**src/rtl/ip_rx_pkg.sv**
```systemverilog
// Shared types and constants for the IPv4 receive parser.
package ip_rx_pkg;

    typedef enum logic [1:0] {IDLE, HDR, PAY, DROP} state_t;

    localparam logic [2:0] CAUSE_VER   = 3'd1;
    localparam logic [2:0] CAUSE_LEN   = 3'd2;
    localparam logic [2:0] CAUSE_CSUM  = 3'd3;
    localparam logic [2:0] CAUSE_DST   = 3'd4;
    localparam logic [2:0] CAUSE_PROTO = 3'd5;
    localparam logic [2:0] CAUSE_TRUNC = 3'd6;
    localparam logic [2:0] CAUSE_SHORT = 3'd7;

    localparam logic [3:0]  IPV4_VER = 4'd4;
    localparam logic [3:0]  IHL_MIN  = 4'd5;
    localparam logic [31:0] BCAST_IP = 32'hFFFF_FFFF;

endpackage

```
**src/rtl/ip_hdr_csum.sv**
```systemverilog
// Byte-serial ones-complement header checksum; ok reflects the sum including the current byte.
module ip_hdr_csum (
    input  logic       clk,
    input  logic       rst_n,
    input  logic       clr,
    input  logic       valid,
    input  logic       odd,
    input  logic [7:0] data,
    output logic       ok
);

    logic [15:0] sum, base, sum_nxt;
    logic [16:0] raw;

    always_comb begin
        base    = clr ? 16'h0 : sum;
        raw     = {1'b0, base} + (odd ? {9'h0, data} : {1'b0, data, 8'h00});
        // end-around carry cannot overflow again: a carry leaves raw[15:0] <= 16'hFFFE
        sum_nxt = raw[15:0] + {15'h0, raw[16]};
        ok      = (sum_nxt == 16'hFFFF);
    end

    always_ff @(posedge clk or negedge rst_n) begin
        if (!rst_n)     sum <= 16'h0;
        else if (valid) sum <= sum_nxt;
    end

endmodule

```
**src/rtl/ip_rx_parser.sv**
```systemverilog
// IPv4 receive parser: header parse/check, destination filter, protocol dispatch, padding trim.
module ip_rx_parser
    import ip_rx_pkg::*;
#(
    parameter logic [31:0]           P_LOCAL_IP   = {8'd192, 8'd168, 8'd1, 8'd0},
    parameter int                    P_NUM_CH     = 2,
    parameter logic [8*P_NUM_CH-1:0] P_PROTO_LIST = {8'd17, 8'd1},
    parameter bit                    P_CHK_EN     = 1'b1,
    parameter bit                    P_BCAST_EN   = 1'b1
) (
    input  logic                i_clk,
    input  logic                i_rst_n,
    input  logic [31:0]         i_local_ip,
    input  logic                i_local_valid,
    input  logic [7:0]          i_mac_data,
    input  logic                i_mac_last,
    input  logic                i_mac_valid,
    output logic [7:0]          o_data,
    output logic [15:0]         o_len,
    output logic [31:0]         o_src_ip,
    output logic [P_NUM_CH-1:0] o_valid,
    output logic                o_last,
    output logic                o_drop,
    output logic [2:0]          o_drop_cause,
    output logic [15:0]         o_drop_cnt
);

    state_t                state;
    logic [5:0]            hcnt, hdr_last;
    logic [3:0]            ver, ihl;
    logic [15:0]           tot_len, pcnt, hdr_bytes, pay_len;
    logic [7:0]            proto;
    logic [31:0]           src, dst, dst_cur, local_ip;
    logic [P_NUM_CH-1:0]   ch_sel, ch_oh, s1_vld;
    logic [7:0]            s1_data;
    logic                  s1_last, ch_hit, csum_ok, hdr_end, pay_fire, pay_end;
    logic                  drop_now;
    logic [2:0]            cause, drop_code;

    ip_hdr_csum u_csum (
        .clk  (i_clk),
        .rst_n(i_rst_n),
        .clr  (state == IDLE),
        .valid(i_mac_valid && (state == IDLE || state == HDR)),
        .odd  (hcnt[0]),
        .data (i_mac_data),
        .ok   (csum_ok)
    );

    always_comb begin
        hdr_end   = (state == HDR) && (hcnt == hdr_last);
        hdr_bytes = {10'h0, ihl, 2'b00};
        pay_len   = tot_len - hdr_bytes;
        // with IHL=5 the last dst byte is still on the bus at the deciding byte
        dst_cur   = (hcnt == 6'd19) ? {dst[23:0], i_mac_data} : dst;
        pay_fire  = i_mac_valid && (state == PAY);
        pay_end   = (pcnt + 16'd1 == o_len);
        ch_hit    = 1'b0;
        ch_oh     = '0;
        for (int i = P_NUM_CH - 1; i >= 0; i--) begin
            if (P_PROTO_LIST[8*i +: 8] == proto) begin
                ch_hit    = 1'b1;
                ch_oh     = '0;
                ch_oh[i]  = 1'b1;
            end
        end
        if (ver != IPV4_VER || ihl < IHL_MIN)                          cause = CAUSE_VER;
        else if (tot_len < hdr_bytes)                                  cause = CAUSE_LEN;
        else if (P_CHK_EN && !csum_ok)                                 cause = CAUSE_CSUM;
        else if (!(dst_cur == local_ip || (P_BCAST_EN && dst_cur == BCAST_IP))) cause = CAUSE_DST;
        else if (!ch_hit)                                              cause = CAUSE_PROTO;
        else if (i_mac_last && pay_len != 16'h0)                       cause = CAUSE_TRUNC;
        else                                                           cause = 3'd0;
        drop_now  = 1'b0;
        drop_code = 3'd0;
        if (i_mac_valid) begin
            case (state)
                IDLE: if (i_mac_last) begin drop_now = 1'b1; drop_code = CAUSE_TRUNC; end
                HDR:  if (hdr_end) begin
                          drop_now  = (cause != 3'd0);
                          drop_code = cause;
                      end else if (i_mac_last) begin
                          drop_now  = 1'b1;
                          drop_code = CAUSE_TRUNC;
                      end
                PAY:  if (i_mac_last && !pay_end) begin drop_now = 1'b1; drop_code = CAUSE_SHORT; end
                default: ;
            endcase
        end
    end

    always_ff @(posedge i_clk or negedge i_rst_n) begin
        if (!i_rst_n) begin
            state <= IDLE;   hcnt <= '0;   hdr_last <= '0;  ver <= '0;  ihl <= '0;
            tot_len <= '0;   pcnt <= '0;   proto <= '0;     src <= '0;  dst <= '0;
            local_ip <= P_LOCAL_IP;        ch_sel <= '0;    o_len <= '0; o_src_ip <= '0;
            o_drop <= 1'b0;  o_drop_cause <= '0;            o_drop_cnt <= '0;
        end else begin
            if (i_local_valid) local_ip <= i_local_ip;
            o_drop       <= drop_now;
            o_drop_cause <= drop_now ? drop_code : 3'd0;
            // short payloads were already accepted, so they are reported but not counted
            if (drop_now && drop_code != CAUSE_SHORT && o_drop_cnt != 16'hFFFF)
                o_drop_cnt <= o_drop_cnt + 16'd1;
            if (i_mac_valid) begin
                case (state)
                    IDLE: begin
                        ver      <= i_mac_data[7:4];
                        ihl      <= i_mac_data[3:0];
                        hdr_last <= (i_mac_data[3:0] < IHL_MIN) ? 6'd19
                                                                : {i_mac_data[3:0], 2'b00} - 6'd1;
                        hcnt     <= i_mac_last ? 6'd0 : 6'd1;
                        state    <= i_mac_last ? IDLE : HDR;
                    end
                    HDR: begin
                        hcnt <= hcnt + 6'd1;
                        case (hcnt)
                            6'd2:                      tot_len[15:8] <= i_mac_data;
                            6'd3:                      tot_len[7:0]  <= i_mac_data;
                            6'd9:                      proto         <= i_mac_data;
                            6'd12, 6'd13, 6'd14, 6'd15: src          <= {src[23:0], i_mac_data};
                            6'd16, 6'd17, 6'd18, 6'd19: dst          <= {dst[23:0], i_mac_data};
                            default: ;
                        endcase
                        if (hdr_end || i_mac_last) begin
                            hcnt <= 6'd0;
                            if (hdr_end && cause == 3'd0) begin
                                o_len    <= pay_len;
                                o_src_ip <= src;
                                ch_sel   <= ch_oh;
                                pcnt     <= 16'h0;
                                // accepted with last set implies zero-length payload
                                state    <= i_mac_last ? IDLE : (pay_len == 16'h0) ? DROP : PAY;
                            end else begin
                                state    <= i_mac_last ? IDLE : DROP;
                            end
                        end
                    end
                    PAY: begin
                        pcnt <= pcnt + 16'd1;
                        if (pay_end || i_mac_last) state <= i_mac_last ? IDLE : DROP;
                    end
                    DROP: if (i_mac_last) state <= IDLE;
                    default: state <= IDLE;
                endcase
            end
        end
    end

    // two-stage payload pipeline
    always_ff @(posedge i_clk or negedge i_rst_n) begin
        if (!i_rst_n) begin
            s1_vld <= '0; s1_data <= '0; s1_last <= 1'b0;
            o_valid <= '0; o_data <= '0; o_last <= 1'b0;
        end else begin
            s1_vld  <= pay_fire ? ch_sel : '0;
            s1_last <= pay_fire && (pay_end || i_mac_last);
            if (pay_fire) s1_data <= i_mac_data;
            o_valid <= s1_vld;
            o_data  <= s1_data;
            o_last  <= s1_last;
        end
    end

endmodule

```
**config.mk**
```make
export PLATFORM = sky130hd
export DESIGN_NAME = ip_rx_parser
export DESIGN_NICKNAME = d
export VERILOG_FILES = /design/src/rtl/ip_rx_pkg.sv /design/src/rtl/ip_hdr_csum.sv /design/src/rtl/ip_rx_parser.sv
export SDC_FILE = /design/constraint.sdc
export NUM_CORES = 1
export LEC_CHECK = 0
export CORE_MARGIN = 2
export CORE_UTILIZATION = 50
export CTS_CLUSTER_DIAMETER = 50
export DETAILED_ROUTE_END_ITERATION = 6
export PLACE_DENSITY = 0.71
export SYNTH_ARGS = -nofsm -noshare
export SYNTH_HDL_FRONTEND = slang
export SYNTH_SLANG_ARGS = --single-unit
```
**constraint.sdc**
```tcl
create_clock -name i_clk -period 5 [get_ports i_clk]
set_input_delay 0.75 -clock i_clk [delete_from_list [all_inputs] [get_ports i_clk]]
set_output_delay 0.75 -clock i_clk [all_outputs]
set_load 0.05 [all_outputs]
```
# Word-level counts from Yosys, hierarchy flattened

Index checks and enable logic that the tools add are counted.
W data, S select, Z words.

Output and inout bits: 79
Bits of input ports: 45
Register bits after elaboration: 266

Mux-type cells: 41
Equality and inequality tests: 28
Add/sub/neg operators: 7
Order comparisons: 3
Reduce and logical (&&, ||, !) cells: 34

Operators with widths:

| cell                    | number |
|---|---|
| $mux W16                | 4 |
| $mux W3                 | 11 |
| $add A16 B1 Y16 const B | 2 |
| $eq A32 B32 Y1          | 1 |
| $eq A32 B32 Y1 const B  | 1 |
| $mux W32                | 1 |
| $pmux W16 S2            | 1 |
| $eq A6 B4 Y1 const B    | 5 |
| $eq A6 B5 Y1 const B    | 4 |
| $mux W2                 | 9 |
| $add A16 B17 Y17        | 1 |
| $add A16 B1 Y16         | 1 |
| $eq A16 B16 Y1          | 1 |
| $eq A16 B16 Y1 const B  | 1 |
| $logic_not A16 Y1       | 1 |
| $lt A16 B6 Y1           | 1 |
| $ne A16 B16 Y1 const B  | 1 |
| $reduce_bool A16 Y1     | 1 |
| $sub A16 B6 Y16         | 1 |
| $reduce_and A3 Y1       | 5 |
| $eq A6 B2 Y1 const B    | 2 |
| $mux W6                 | 2 |
| $pmux W6 S2             | 1 |
| $reduce_and A4 Y1       | 3 |
| 25 further kinds        | 52 |

# Depth between registers and ports, before layout

Word-level depth: 15
Mapped depth: 23
Depth with buffers taken out: 20

# Hierarchy

From an unflattened synthesis, not the netlist that was laid out.

Cells, all modules: 1341
Area, all modules: 14216.1 µm²

By module, submodules not included:

| module       | times used | cells each | seq. area each (µm²) | area each (µm²) |
|---|---|---|---|---|
| ip_rx_parser | 1          | 1065       | 6238.5               | 11982.7 |
| ip_hdr_csum  | 1          | 276        | 400.4                | 2233.4 |

# Worst setup path after synthesis

Ideal clock, no wire load.

Path kind: reg-to-reg
Start: reg state[0]
End: reg ch_sel[0]
Arrival time: 5105 ps
Path slack: -233 ps
Required time: 4873 ps
Path buffers: 4
Cell stages (with the launch flop): 24
Cell sequence: dfrtp_1 clkbuf_1 nor2_1 clkbuf_1 nor2b_1 ha_1 clkbuf_1 a21o_1 o2111ai_1 nand3_1 o22ai_1 nor2_1 o21ai_0 nand2b_1 ha_1 nand3_1 or3_1 or3b_1 a211oi_1 and4bb_2 nand4_4 nor3_4 buf_6 mux2_1

Longest elaborated chain between the ends: 11

RTL lines:

| element                       | RTL line            | source |
|---|---|---|
| start, declared               | ip_rx_parser.sv:28  | `state_t state;` |
| start signal, assigned        | ip_rx_parser.sv:113 | `state <= i_mac_last ? IDLE : HDR;` |
| start signal, assigned        | ip_rx_parser.sv:133 | `state <= i_mac_last ? IDLE : (pay_len == 16'h0) ? DROP : PAY;` |
| start signal, assigned        | ip_rx_parser.sv:135 | `state <= i_mac_last ? IDLE : DROP;` |
| $logic_not A2 Y1              | ip_rx_parser.sv:43  | `.clr (state == IDLE),` |
| $mux W16                      | ip_hdr_csum.sv:16   | `base = clr ? 16'h0 : sum;` |
| $add A16 B17 Y17              | ip_hdr_csum.sv:17   | `raw = {1'b0, base} + (odd ? {9'h0, data} : {1'b0, data, 8'h00});` |
| $add A16 B1 Y16               | ip_hdr_csum.sv:19   | `sum_nxt = raw[15:0] + {15'h0, raw[16]};` |
| $eq A16 B16 Y1                | ip_hdr_csum.sv:20   | `ok = (sum_nxt == 16'hFFFF);` |
| $mux W3                       | ip_rx_parser.sv:69  | `else if (P_CHK_EN && !csum_ok) cause = CAUSE_CSUM;` |
| $mux W3                       | ip_rx_parser.sv:68  | `else if (tot_len < hdr_bytes) cause = CAUSE_LEN;` |
| $mux W3                       | ip_rx_parser.sv:67  | `if (ver != IPV4_VER \|\| ihl < IHL_MIN) cause = CAUSE_VER;` |
| $logic_not A3 Y1              | ip_rx_parser.sv:127 | `if (hdr_end && cause == 3'd0) begin` |
| $logic_and A1 B1 Y1           | ip_rx_parser.sv:127 |  |
| $reduce_and A4 Y1 (no line) * | --                  |  |
| end signal, assigned          | ip_rx_parser.sv:130 | `ch_sel <= ch_oh;` |
| end, declared                 | ip_rx_parser.sv:34  | `logic [P_NUM_CH-1:0] ch_sel, ch_oh, s1_vld;` |

Mark *: on every way between the ends. The rest lies on a longest branch, timed or not.
A chain may end at the register's enable or synchronous reset.

# Worst setup path after layout

Start: in i_mac_data[1]
End: reg ch_sel[0]

Longest elaborated chain between the ends: 10

RTL lines:

| element                                               | RTL line                              | source |
|---|---|---|
| start, declared                                       | ip_rx_parser.sv:15                    | `input logic [7:0] i_mac_data,` |
| $mux W16 or $mux W32 (tied branches)                  | ip_hdr_csum.sv:17, ip_rx_parser.sv:55 |  |
| $add A16 B17 Y17 or $eq A32 B32 Y1 (tied branches)    | ip_hdr_csum.sv:17, ip_rx_parser.sv:70 |  |
| $add A16 B1 Y16 or $logic_or A1 B1 Y1 (tied branches) | ip_hdr_csum.sv:19, ip_rx_parser.sv:70 |  |
| $eq A16 B16 Y1 or $mux W3 (tied branches)             | ip_hdr_csum.sv:20, ip_rx_parser.sv:70 |  |
| $mux W3 *                                             | ip_rx_parser.sv:69                    |  |
| $mux W3 *                                             | ip_rx_parser.sv:68                    |  |
| $mux W3 *                                             | ip_rx_parser.sv:67                    |  |
| $logic_not A3 Y1 *                                    | ip_rx_parser.sv:127                   |  |
| $logic_and A1 B1 Y1 *                                 | ip_rx_parser.sv:127                   |  |
| $reduce_and A4 Y1 (no line) *                         | --                                    |  |

Marks and branches as above.

==> results_dict.tcl <==
set metrics [dict create \
    timing.critical_path.to_type "flip-flop" \
    grt.total_usage_pct 24.9 \
    row_count 61 \
    syn_avg_cell_area_sq_um 10.7 \
    drtPass1Iterations 5 \
    pre_cts_ws_ns -0.584 \
    crit_family "simple AND/OR/NAND/NOR gates" \
    crit_buf_inv 5 \
    fin_ws_ns 0.167 \
    ys_types 75 \
    ant_nets 0 \
    yosysSeqAreaShare_pct 47.7 \
    cts_tree "yes" \
    p_sw_share_pct 30.3 \
    via_per_inst 5.71 \
    syn_area_sq_um 13900 \
    ys_ff_latch 265 \
    antenna_found_initial 1 \
    synth_fp_nets 1377 \
    cp_cell_sequence "clkdlybuf4s50_1 > inv_1 > buf_4 > nor2_1 > ha_1 > and4_1 > and4_4 > o22ai_2 > nor2_1 > o21ai_1 > nand2b_1 > ha_2 > nand3_1 > or3_1 > or3b_1 > a211oi_1 > and4bb_2 > nand4_4 > nor3_4 > buf_12 > clkbuf_16 > mux2_1" \
    start_kind "primary input" \
    asyncSetResetFlopFracSynth_pct 100 \
    clk_latency_ns 0.57 \
    drc_errors 0 \
    synth.area.top_cells "dfrtp_1, mux2_2, xnor2_1" \
    synth-edff-count 0 \
    grt_pass1_vias 10700 \
    cts_root_buf "clkbuf_16" \
    peakVddDrop_v 0.000278 \
    stdcell_count 1891 \
    hold_buffers 0 \
    seqPwrFrac_pct 40.9 \
    routedWlPerCell_microns 19.2 \
    drv_cap 0 \
    cts_htree_levels 1 \
    num_vias 10800 \
    leakage_uw 0.00800 \
    relSlewSlack_pct 18.0 \
    fmax_ghz 0.207 \
    io_pins 124 \
    syn_inst 1301 \
    grt_pass1_wl_microns 58000 \
    cts_buffers 31 \
    yosys_warnings 0 \
    path_class "in2reg" \
    gp_congestion 0.946 \
    critPathRequiredTime_ns 5.45 \
    switchingPower_uw 1820 \
    totalWireLength_microns 36200 \
    fin_nets 1565 \
    cts.clk_slew.worst_paths_ns 0.06 \
    crit_fanout 12 \
    start_util_pct 50.4 \
    combPwrFrac_pct 21.0 \
    synth_top_flop_cell "dfrtp_1" \
    syn2layout_area_growth_pct 24.3 \
    p_int_uw 4200 \
    period_minus_slack_ns 4.83 \
    hp-class "in2async" \
    cts_sinks 265 \
    r2r_start "state[1]" \
    drive_gt1_share_pct 19.6 \
    arrival_ns 5.28 \
    finClkSkew_ns 0.0137 \
    grt_overflow 0 \
    final_hold_viol_count 0 \
    dp.cells 1829 \
    synth_top_area_share_pct 46.5 \
    clockBufferDepth 3 \
    grt_max_degree 117 \
    dp_hpwl_microns 25400 \
    drt-initial-drc-count 779 \
    status "complete, no violations" \
    setup_violations 0 \
    cpPeakStageDelay_ns 0.51 \
    cp_slowest_cell "clkdlybuf4s50_1" \
    antenna_cells 0 \
    crit_path_frequent_cell "nor2_1" \
    min_period_over_period_pct 96.7 \
    die_y_microns 171 \
    worst_pin_slew_ns 1.22 \
    slew_viol_final 0 \
    crit_start "i_mac_data[1]" \
    die_width_microns 171 \
    yosysTopAreaCell "dfrtp_1" \
    power.clock.fraction_pct 38.1 \
    core_area_sq_um 27600 \
    dieArea_sq_um 29200 \
    portBuffers 123 \
    power_density_nw_per_um2 348 \
]
==> path summary, 6_finish.rpt <==
| path | to | slack [ns] | cells past startpoint |
|---|---|---|---|
| max reg2reg | ch_sel[0] | 0.20 | 22 |
| min in group i_clk | o_valid[0] | 0.35 | 0 |
| min reg2reg | o_valid[0] | 0.35 | 0 |
| max | ch_sel[0] | 0.17 | 22 |
| min | u_csum.sum[13] | 0.22 | 1 |
| max in group asynchronous | o_last | 3.63 | 2 |
==> Yosys cell counts, types with 6 or more instances <==
cell type,count
dfrtp_1,259
mux2_2,108
nand2_1,105
o21ai_0,77
xnor2_1,59
clkbuf_1,55
xor2_1,54
nor2_1,52
inv_1,48
mux2_1,45
nand3_1,35
nor2b_1,31
nand4_1,30
ha_1,29
a21oi_1,27
and3_1,26
nor3_1,22
nor4_1,17
mux2i_1,13
a21o_1,12
and2_1,12
o22ai_1,12
or4_1,11
a31oi_1,9
o211ai_1,9
o2bb2ai_1,9
a211oi_1,8
nor4b_1,8
o31ai_1,8
nand2b_1,7
or3_1,7
a21boi_0,6
dfstp_2,6
nor3b_1,6
==> kinds of logic (layout without fill, tap and decap cells) <==
group	count (synthesis)	in the layout	synth area share (%)
buffers and inverters	111	323	3.28
DFF	265	265	47.7
and+or+nand+nor	393	393	15.3
adders and majority gates	31	31	2.89
xor gates and xnor gates	113	113	7.11
AOI/OAI and AO/OA	222	222	10.4
muxes	166	166	13.3
==> stage by stage <==
stage	hold slack [ns]	total power [uW]	TNS [ns]	utilization (%)	instance area [sq um]
floorplan	0.331	3270	0	-	13900
global placement	0.337	3710	-30.17	58.2	16100
detailed placement	0.335	3740	-41.79	58.2	16100
CTS	0.289	6040	0	62.2	17200
global route	0.323	6310	-0.0217	62.7	17300
finish	0.219	6020	0	62.7	17300
==> power groups by stage <==
| stage | Clock [uW] | Combinational (uW) | Sequential (uW) |
|---|---|---|---|
| after floorplan | 0 | 739 | 2530 |
| after global placement | 0 | 1220 | 2490 |
| after detailed placement | 0 | 1240 | 2500 |
| after CTS | 2330 | 1250 | 2460 |
| after global routing | 2430 | 1400 | 2480 |
| final | 2290 | 1270 | 2460 |
==> sequential cells by signal, indices dropped and copies added (netlist names), 4 cells and up <==
signal      cells
s1_data         8
o_drop_cnt     16
o_data          8
o_len          16
tot_len        16
proto           8
hdr_last        5
src            32
hcnt            6
dst            32
local_ip       32
ihl             4
u_csum.sum     16
ver             4
pcnt           16
o_src_ip       32
==> per-layer routing <==
layer | share of wire, % | wire length (microns) | global-route usage [%]
met1 | 45 | 16400 | 35.8
met3 | 5.2 | 1870 | 3.68
met4 | 2.0 | 727 | 6.34
met2 | 47 | 17200 | 40.0
met5 | 0.036 | 13 | 0
==> placed cells by master (no fill, tap or decap), types with 9 or more instances in the layout <==
cell type / Yosys / layout
and3_1: 26 / 26
mux2i_1: 13 / 13
or4_1: 11 / 11
nor4_1: 17 / 16
clkbuf_16: 0 / 33
nand3_1: 35 / 35
and2_1: 12 / 12
mux2_1: 45 / 45
a31oi_1: 9 / 9
dfrtp_1: 259 / 259
nor3_1: 22 / 22
nor2_1: 52 / 50
o211ai_1: 9 / 9
clkdlybuf4s50_1: 0 / 122
mux2_2: 108 / 108
nand4_1: 30 / 30
o22ai_1: 12 / 11
nor2b_1: 31 / 31
xnor2_1: 59 / 59
ha_1: 29 / 25
a21oi_1: 27 / 27
buf_4: 0 / 89
inv_1: 48 / 48
nand2_1: 105 / 105
o2bb2ai_1: 9 / 9
o21ai_0: 77 / 74
a21o_1: 12 / 12
xor2_1: 54 / 54
==> area by class of cell <==
| type | instances | area (sq um) |
|---|---|---|
| fill | 2232 | 10300 |
| multi-input combinational | 925 | 6920 |
| sequential | 265 | 6640 |
| timing repair buffer | 218 | 2050 |
| clock buffer | 34 | 807 |
| tap | 378 | 473 |
| clock inverter | 23 | 250 |
| inverter | 48 | 180 |
==> repair_timing <==
item	CTS	global route
resized for setup	3	15
pin swaps	1	3
buffers inserted	1	1
endpoints found under the setup margin	8	78
gates cloned	1	2
Power figures use the tool's default switching activity.
